$ cat src/rtl/imem_boot_loader.sv
// Fills instruction memory from a little-endian byte stream while holding the core in reset, then releases it.
// One write per 4 accepted bytes; every control output is decoded from state or comes straight from a register.
module imem_boot_loader #(
  parameter int ADDR_WIDTH = 5,
  parameter int DATA_WIDTH = 32
) (
  input  logic                  clk,
  input  logic                  rst,
  input  logic                  load_start,
  input  logic [ADDR_WIDTH:0]   load_len,
  input  logic                  byte_valid,
  input  logic [7:0]            byte_data,
  output logic                  byte_ready,
  output logic                  imem_we,
  output logic [ADDR_WIDTH-1:0] imem_waddr,
  output logic [DATA_WIDTH-1:0] imem_wdata,
  output logic                  cpu_rst,
  output logic                  cpu_run,
  output logic                  busy,
  output logic                  done,
  output logic [ADDR_WIDTH:0]   word_count
);

  localparam logic [ADDR_WIDTH:0] MAX_LEN = {1'b1, {ADDR_WIDTH{1'b0}}};

  typedef enum logic [1:0] {IDLE, LOAD, WRITE, RUN} state_t;

  state_t                state;
  logic [1:0]            lane;
  logic [ADDR_WIDTH:0]   len;
  logic [DATA_WIDTH-1:0] word_buf;
  logic [ADDR_WIDTH:0]   next_count;

  assign next_count = word_count + 1'b1;

  assign byte_ready = (state == LOAD);
  assign imem_we    = (state == WRITE);
  assign cpu_run    = (state == RUN);
  assign cpu_rst    = (state != RUN);
  assign busy       = (state == LOAD) || (state == WRITE);
  assign imem_waddr = word_count[ADDR_WIDTH-1:0];
  assign imem_wdata = word_buf;

  always_ff @(posedge clk) begin
    if (rst) begin
      state      <= IDLE;
      lane       <= 2'd0;
      len        <= '0;
      word_buf   <= '0;
      word_count <= '0;
      done       <= 1'b0;
    end else begin
      done <= 1'b0;
      case (state)
        IDLE, RUN: begin
          if (load_start) begin
            word_count <= '0;
            lane       <= 2'd0;
            if (load_len == '0) begin
              state <= RUN;
              done  <= 1'b1;
            end else begin
              state <= LOAD;
              // Clamp so the write address can never wrap onto word 0.
              len   <= (load_len > MAX_LEN) ? MAX_LEN : load_len;
            end
          end
        end
        LOAD: begin
          if (byte_valid) begin
            word_buf[{lane, 3'b000} +: 8] <= byte_data;
            lane <= lane + 2'd1;
            if (lane == 2'd3) state <= WRITE;
          end
        end
        WRITE: begin
          word_count <= next_count;
          lane       <= 2'd0;
          if (next_count == len) begin
            state <= RUN;
            done  <= 1'b1;
          end else begin
            state <= LOAD;
          end
        end
        default: state <= IDLE;
      endcase
    end
  end

endmodule

$ cat config.mk
export PLATFORM = sky130hd
export DESIGN_NAME = imem_boot_loader
export DESIGN_NICKNAME = d
export VERILOG_FILES = /design/src/rtl/imem_boot_loader.sv
export SDC_FILE = /design/constraint.sdc
export NUM_CORES = 1
export LEC_CHECK = 0
export ABC_AREA = 0
export BUFFER_PORTS_ARGS = -buffer_cell sky130_fd_sc_hd__buf_2
export CAP_MARGIN = 10
export CORE_UTILIZATION = 30
export CTS_BUF_LIST = sky130_fd_sc_hd__clkbuf_4 sky130_fd_sc_hd__clkbuf_8
export DETAILED_ROUTE_END_ITERATION = 10
export GPL_TIMING_DRIVEN = 0
export SYNTH_ARGS = -nofsm -noshare
export SYNTH_HDL_FRONTEND = slang
export SYNTH_SLANG_ARGS = --single-unit
$ cat constraint.sdc
create_clock -name clk -period 2 [get_ports clk]
set_input_delay 0.2 -clock clk [delete_from_list [all_inputs] [get_ports clk]]
set_output_delay 0.2 -clock clk [all_outputs]
set_load 0.02 [all_outputs]
==> qor.txt, run 1 <==
Cell Area, Placed: 2639 um2
Initial antenna violation count: 0
Overflow after GRT: 0
Number of synthesized flops with an enable pin: 0
DRT iter0 DRCs: 141
Global Route Usage Sum: 0.1465
CP delay by family, top: simple AND/OR/NAND/NOR gates
ANT nets after route: 0
PD cells: 969.3 nW/um2
CP Capture Type: register
Comb power frac: 0.325
Crit-path cells: inv_1, ha_1, nor2b_2, nor2_1, mux2_2, a22oi_1, nor2_1
First-pass GRT wire length: 8535 um
Worst setup SP type: register
Power consumption: 2.728 mW
Largest net degree at the start of global routing: 16
Gpl congestion: 0.8298
Via-to-Cell Ratio: 4.819
Root Buffer: clkbuf_8
Final nets: 340
DR WL/cell: 13.88 um
Reg2Reg Setup Slack: 0.09 ns
# port buffers: 64
# clock sinks: 49
Sum of buffers and inverters on the critical path: 1
Setup tns final: 0 ns
Final Slew Violations: 0
Synthesized cell area: 2198 um2
Worst Hold Class: input port to register
Worst-margin pin slew: 0.5140 ns
Max Root-Sink Buffers: 2
Clock Skew: 0.009104 ns
Achievable Freq: 0.5242 GHz
Post-Route WL: 5663 um
Clock share of power: 0.267
NetSw: 0.9810 mW
CTS Buf Count: 5
CP required: 2.18 ns
Critical path's largest stage delay: 0.42 ns
Sw frac: 0.3597
Final setup viols: 0
H-tree levels: 2
Crit Path Max Fanout: 7
Ys Warns: 0
Max-cap violation count: 0
CTS tree: built
Vias in the first global route: 1686
Syn_nets: 264
Vias: 1966
CTS clk-pin slew, worst paths: 0.10 ns
Netlist cell types: 39
Most used cell, CP: nor2_1
Critical Path AT: 2.09 ns
Area grow syn2layout: 28.00%
WS Path Type: register to register
RSZ-0062 raised after global routing: false
Rows: 30
Cell area after layout: 2814 um2
Internal power: 1.747 mW
CP max stage cell: dfxtp_1
Final worst path period need: 1.908 ns
Status: complete, no violations
Relative slew slack: 0.6550
Leakage power: 1.257 nW
Ys async rst share: 0
Core Region: 6944 um2
Clk_lat worst skew: 0.31 ns
TritonRoute pass-1 iters: 4
Post-Syn Area per Cell: 9.355 um2
Main flop type after synthesis: dfxtp_1
Maximum vdd drop: 0.4399 mV
Reg power frac: 0.408
Post-route DRC: 0
Hold slack: 0.2009 ns
Share of cells above drive strength 1: 0.3141
Seq cells post-synth: 49
Post-synthesis cell count: 235
Hpwl dp: 4076 um
DIE AREA: 7674 um2
Top-Level Pins: 67
Starting Density: 0.3166
Post-synthesis sequential area ratio: 0.4462
Die H: 87.60 um
Period utilisation layout: 0.9539
Width of the die: 87.60 um
Ant. Diodes: 0
Final hold vios: 0
## through the flow
stage                 util  setup WS, ns  std cells
floorplan                -        0.1096        235
global placement    0.3800       -0.2588        395
detailed placement  0.3800       -0.3215        395
CTS                 0.4013     0.0002913        406
global route        0.4052      0.009213        408
finish              0.4052       0.09219        408
## flip-flops by register name, summed over array words and instances (netlist names)
register and flops:
len 6, done 1, lane 2, imem_wdata 32, word_count 6, state 2
## cells in the final DEF, fill, tap and decap left out, types with 2 or more instances in the layout
cell type	count
a211oi_1	2
a21o_1	2
a21oi_1	10
a22oi_1	35
a32oi_1	2
buf_2	64
buf_4	12
clkbuf_1	3
clkbuf_8	5
dfxtp_1	48
ha_1	11
inv_1	7
nand2_1	6
nand3_1	3
nand3_2	4
nor2_1	50
nor2b_1	2
nor3_1	4
nor3b_1	6
nor4b_4	3
o21ai_0	3
xnor2_1	5
xor2_1	2
## final cells by class
class	instances	area, um2
sequential	49	982.2
fill	708	4130
clock inverter	2	38.79
multi-input combinational	165	1120
tap	96	120.1
inverter	7	26.28
timing repair buffer	69	357.8
buffer	14	92.59
clock buffer	6	76.32
## power groups by stage
| stage | clock [mW] | sequential, mW | combinational (mW) |
|---|---|---|---|
| floorplan | 0 | 1.15 | 0.584 |
| global placement | 0 | 1.13 | 0.846 |
| detailed placement | 0 | 1.13 | 0.853 |
| CTS | 0.746 | 1.11 | 0.859 |
| global route | 0.784 | 1.12 | 0.964 |
| finish | 0.729 | 1.11 | 0.885 |
## layer usage
layer	GRT usage	wire length [um]	vias to the layer above
met4	0.05812	85	0
met5	0	0	-
met3	0.03487	353	8
met1	0.1964	2599	917
met2	0.2273	2625	55
li1	-	-	986
## repair_timing
item	4_1_cts	5_1_grt
cloned	0	0
hold buffers	0	0
gates resized for setup	2	4
setup endpoints to repair	32	27
setup buffers	3	2
pin swaps	0	2
## worst paths after layout
path / startpoint / to / depth (start not counted)
worst max-delay path: state[0]$_SDFFE_PP0P_ / word_count[5]$_SDFFE_PP0P_ / 7
worst max register to register: state[0]$_SDFFE_PP0P_ / word_count[5]$_SDFFE_PP0P_ / 7
worst min-delay path: byte_data[0] / imem_wdata[8]$_SDFFE_PP0P_ / 3
worst min register to register: imem_wdata[30]$_SDFFE_PP0P_ / imem_wdata[30]$_SDFFE_PP0P_ / 2
## cells in the mapped netlist (2+ instances only)
library cell   n  area (um2)
nor4b_4        2       47.55
buf_4          7       52.55
a22oi_1       35       262.8
ha_1          11       137.6
clkbuf_1       3       11.26
nand2_1        6       22.52
nor3b_1        6       45.04
a32oi_1        2       17.52
nor2b_1        3       18.77
a211oi_1       2       15.01
nor2_1        50       187.7
inv_1          7       26.28
nand3_2        2       20.02
nand3_1        5       25.02
o21ai_0        4       20.02
a21o_1         2       15.01
nor3_1         4       20.02
dfxtp_1       49       980.9
xor2_1         2       17.52
a21oi_1       10       50.05
xnor2_1        5       43.79
## tightest hold or removal path, cell delays in order
cell,delay (ns)
buf_2,0.13
a22oi_1,0.07
nor2_1,0.07
## kinds of logic after synthesis
kind of cell / Yosys count / share of synthesized area
compound gates: 59 / 0.1895
xor+xnor: 7 / 0.02789
flops: 49 / 0.4462
simple gates: 87 / 0.2146
mux: 1 / 0.005122
buf+inv: 21 / 0.05407
fa+ha+maj: 11 / 0.06261
No activity file was read; power rests on OpenSTA's default activity.
==> run 2, diff against run 1 <==
--- a/config.mk
+++ b/config.mk
@@ -8,7 +8,7 @@
 export ABC_AREA = 0
 export BUFFER_PORTS_ARGS = -buffer_cell sky130_fd_sc_hd__buf_2
 export CAP_MARGIN = 10
-export CORE_UTILIZATION = 30
+export CORE_UTILIZATION = 35
 export CTS_BUF_LIST = sky130_fd_sc_hd__clkbuf_4 sky130_fd_sc_hd__clkbuf_8
 export DETAILED_ROUTE_END_ITERATION = 10
 export GPL_TIMING_DRIVEN = 0
==> qor.txt, run 2 (synthesis gave the netlist of run 1 again) <==
Worst-margin pin slew: 0.5282 ns (+0.01417 ns)
Commonest non-fill, non-tap cell in the layout: buf_2
Leakage power: 1.268 nW (+0.85%)
Period utilisation layout: 0.9337 (-0.02018)
Relative slew slack: 0.6479 (-0.007145)
Sw frac: 0.3553 (-0.004401)
Most frequent cells in the layout: buf_2, nor2_1, dfxtp_1
CP required: 2.24 ns (+0.06 ns)
Hold_buf cts: 0 (unchanged)
Worst reg2reg endpoint: imem_wdata[14]$_SDFFE_PP0P_
Final Slew Violations: 0 (unchanged)
Power consumption: 2.720 mW (-0.27%)
Placed cell count: 374 (-5.3%)
Crit Path Max Fanout: 8 (+1)
# clock sinks: 49 (unchanged)
Status: complete, no violations
Post-Place Setup Slack: -0.3105 ns (+0.01094 ns)
Hpwl dp: 4033 um (-1.1%)
# port buffers: 64 (unchanged)
Largest register FFs: 32 (unchanged)
CTS clk-pin slew, worst paths: 0.09 ns (about the same)
Worst-case reg-to-reg path depth: 6 (-1)
Clock share of power: 0.265 (-0.002)
Rows: 28 (-6.7%)
Ant. Diodes: 0 (unchanged)
RSZ-0062 raised after global routing: false
Vias: 1947 (-0.97%)
HP Start: byte_data[0]
Reg2Reg Setup Slack: 0.13 ns (+0.04 ns)
Reg power frac: 0.409 (about the same)
Critical Path AT: 2.11 ns (+0.02 ns)
Global Route Usage Sum: 0.1756 (+0.02915)
CP Capture Type: register
Worst setup SP type: register
Final hold vios: 0 (unchanged)
Maximum vdd drop: 0.4832 mV (+9.8%)
Comb power frac: 0.326 (about the same)
Root Buffer: clkbuf_8
Via-to-Cell Ratio: 5.018 (+4.1%)
WS Path Type: register to register
Worst r2r src: lane[0]$_SDFFE_PP0P_
DIE AREA: 6602 um2 (-14%)
Achievable Freq: 0.5355 GHz (+2.2%)
Final worst path period need: 1.867 ns (-0.04035 ns)
NetSw: 0.9664 mW (-1.5%)
Final Core Density: 0.4674 (+0.06219)
Hold EP: imem_wdata[0]$_SDFFE_PP0P_
Final setup viols: 0 (unchanged)
Fill count: 623 (-12%)
Gpl congestion: 0.7775 (-6.3%)
Worst Hold Class: input port to register
Starting Density: 0.3670 (+0.05038)
Vias in the first global route: 1764 (+4.6%)
PD cells: 971.4 nW/um2 (+0.22%)
Die H: 81.25 um (-7.2%)
Width of the die: 81.25 um (-7.2%)
Area grow syn2layout: 27.38%
Initial antenna violation count: 0 (unchanged)
First-pass GRT wire length: 8797 um (+3.1%)
CTS Buf Count: 5 (unchanged)
DR WL/cell: 14.46 um (+4.2%)
H-tree levels: 2 (unchanged)
Final nets: 341 (+0.29%)
Clock Skew: 0.005211 ns (-0.003894 ns)
Clk_lat worst skew: 0.30 ns (about the same)
Internal power: 1.754 mW (+0.41%)
Core Region: 5991 um2 (-14%)
Crit path setup slack, layout: 0.1325 ns (+0.04035 ns)
Multi-input gate area: 1125 um2 (+0.45%)
DRT iter0 DRCs: 140 (-0.71%)
Hold path depth: 3 (unchanged)
Share of cells above drive strength 1: 0.3163 (+0.002191)
Largest net degree at the start of global routing: 16 (unchanged)
Post-Route WL: 5609 um (-0.95%)
CTS tree: built
Max Root-Sink Buffers: 2 (unchanged)
TritonRoute pass-1 iters: 4 (unchanged)
Top-Level Pins: 67 (unchanged)
Overflow after GRT: 0 (unchanged)
Non-filler cells, final: 388 (-4.9%)
Max-cap violation count: 0 (unchanged)
ANT nets after route: 0 (unchanged)
Seq. cell area: 982.2 um2 (unchanged)
Post-route DRC: 0 (unchanged)
-- run 2: cell count changes in the layout (fill, tap and decap cells not counted) --
cell / previous run / this run
buf_4: 12 / 13
nor2b_2: 1 / 0
nor2b_4: 0 / 1
-- run 2: worst max-delay path: stages, from the launching register on --
cell,delay (ns)
dfxtp_2,0.47
inv_1,0.20
ha_1,0.50
nor4b_4,0.29
buf_4,0.19
a22oi_1,0.06
nor2_1,0.10
-- run 2: through the flow --
| step | hold WS, ns | instance area (um2) | setup TNS [ns] |
|---|---|---|---|
| after global placement | 0.4873 | 2613 | -2.562 |
| after CTS | 0.1884 | 2785 | 0 |
| final | 0.2094 | 2800 | 0 |
| after floorplan | 0.3483 | 2198 | 0 |
| after detailed placement | 0.4973 | 2613 | -3.741 |
| after global routing | 0.2132 | 2800 | 0 |
-- run 2: worst max path at each step --
stage | from | endpoint | slack [ns]
after floorplan | lane[0]$_SDFFE_PP0P_ | imem_wdata[16]$_SDFFE_PP0P_ | 0.11
after global placement | lane[0]$_SDFFE_PP0P_ | imem_wdata[16]$_SDFFE_PP0P_ | -0.26
after detailed placement | lane[0]$_SDFFE_PP0P_ | imem_wdata[19]$_SDFFE_PP0P_ | -0.31
after CTS | state[0]$_SDFFE_PP0P_ | imem_wdata[24]$_SDFFE_PP0P_ | 0.09
after global routing | state[0]$_SDFFE_PP0P_ | imem_wdata[24]$_SDFFE_PP0P_ | 0.02
final | lane[0]$_SDFFE_PP0P_ | imem_wdata[14]$_SDFFE_PP0P_ | 0.13
-- run 2: power groups by stage --
stage,clock [mW],combinational (mW),sequential (mW)
after floorplan,0,0.584,1.15
after global placement,0,0.839,1.13
after detailed placement,0,0.845,1.13
after CTS,0.743,0.865,1.11
after global routing,0.786,0.969,1.13
final,0.721,0.885,1.11
-- run 2: final cells by class --
cell class                      instances  area share
Multi-Input combinational cell        165      0.4017
Inverter                                7    0.009383
Sequential cell                        49      0.3508
Tap cell                               75     0.03351
Buffer                                 14     0.03307
Timing Repair Buffer                   70      0.1305
Clock buffer                            6     0.02726
Clock inverter                          2     0.01385
-- run 2: per-layer routing --
layer	track usage	vias up	wire, um
li1	-	992	-
met1	0.2532	912	2792
met2	0.2613	43	2539
met3	0.03708	0	277
met4	0.04821	0	0
met5	0	-	0
-- run 2: timing repair --
item	in CTS	in global routing
pin swaps	2	0
endpoints found under the hold margin	0	0
resized for setup	3	4
setup buffers	6	0
gates cloned	0	0
endpoints found under the setup margin	33	19
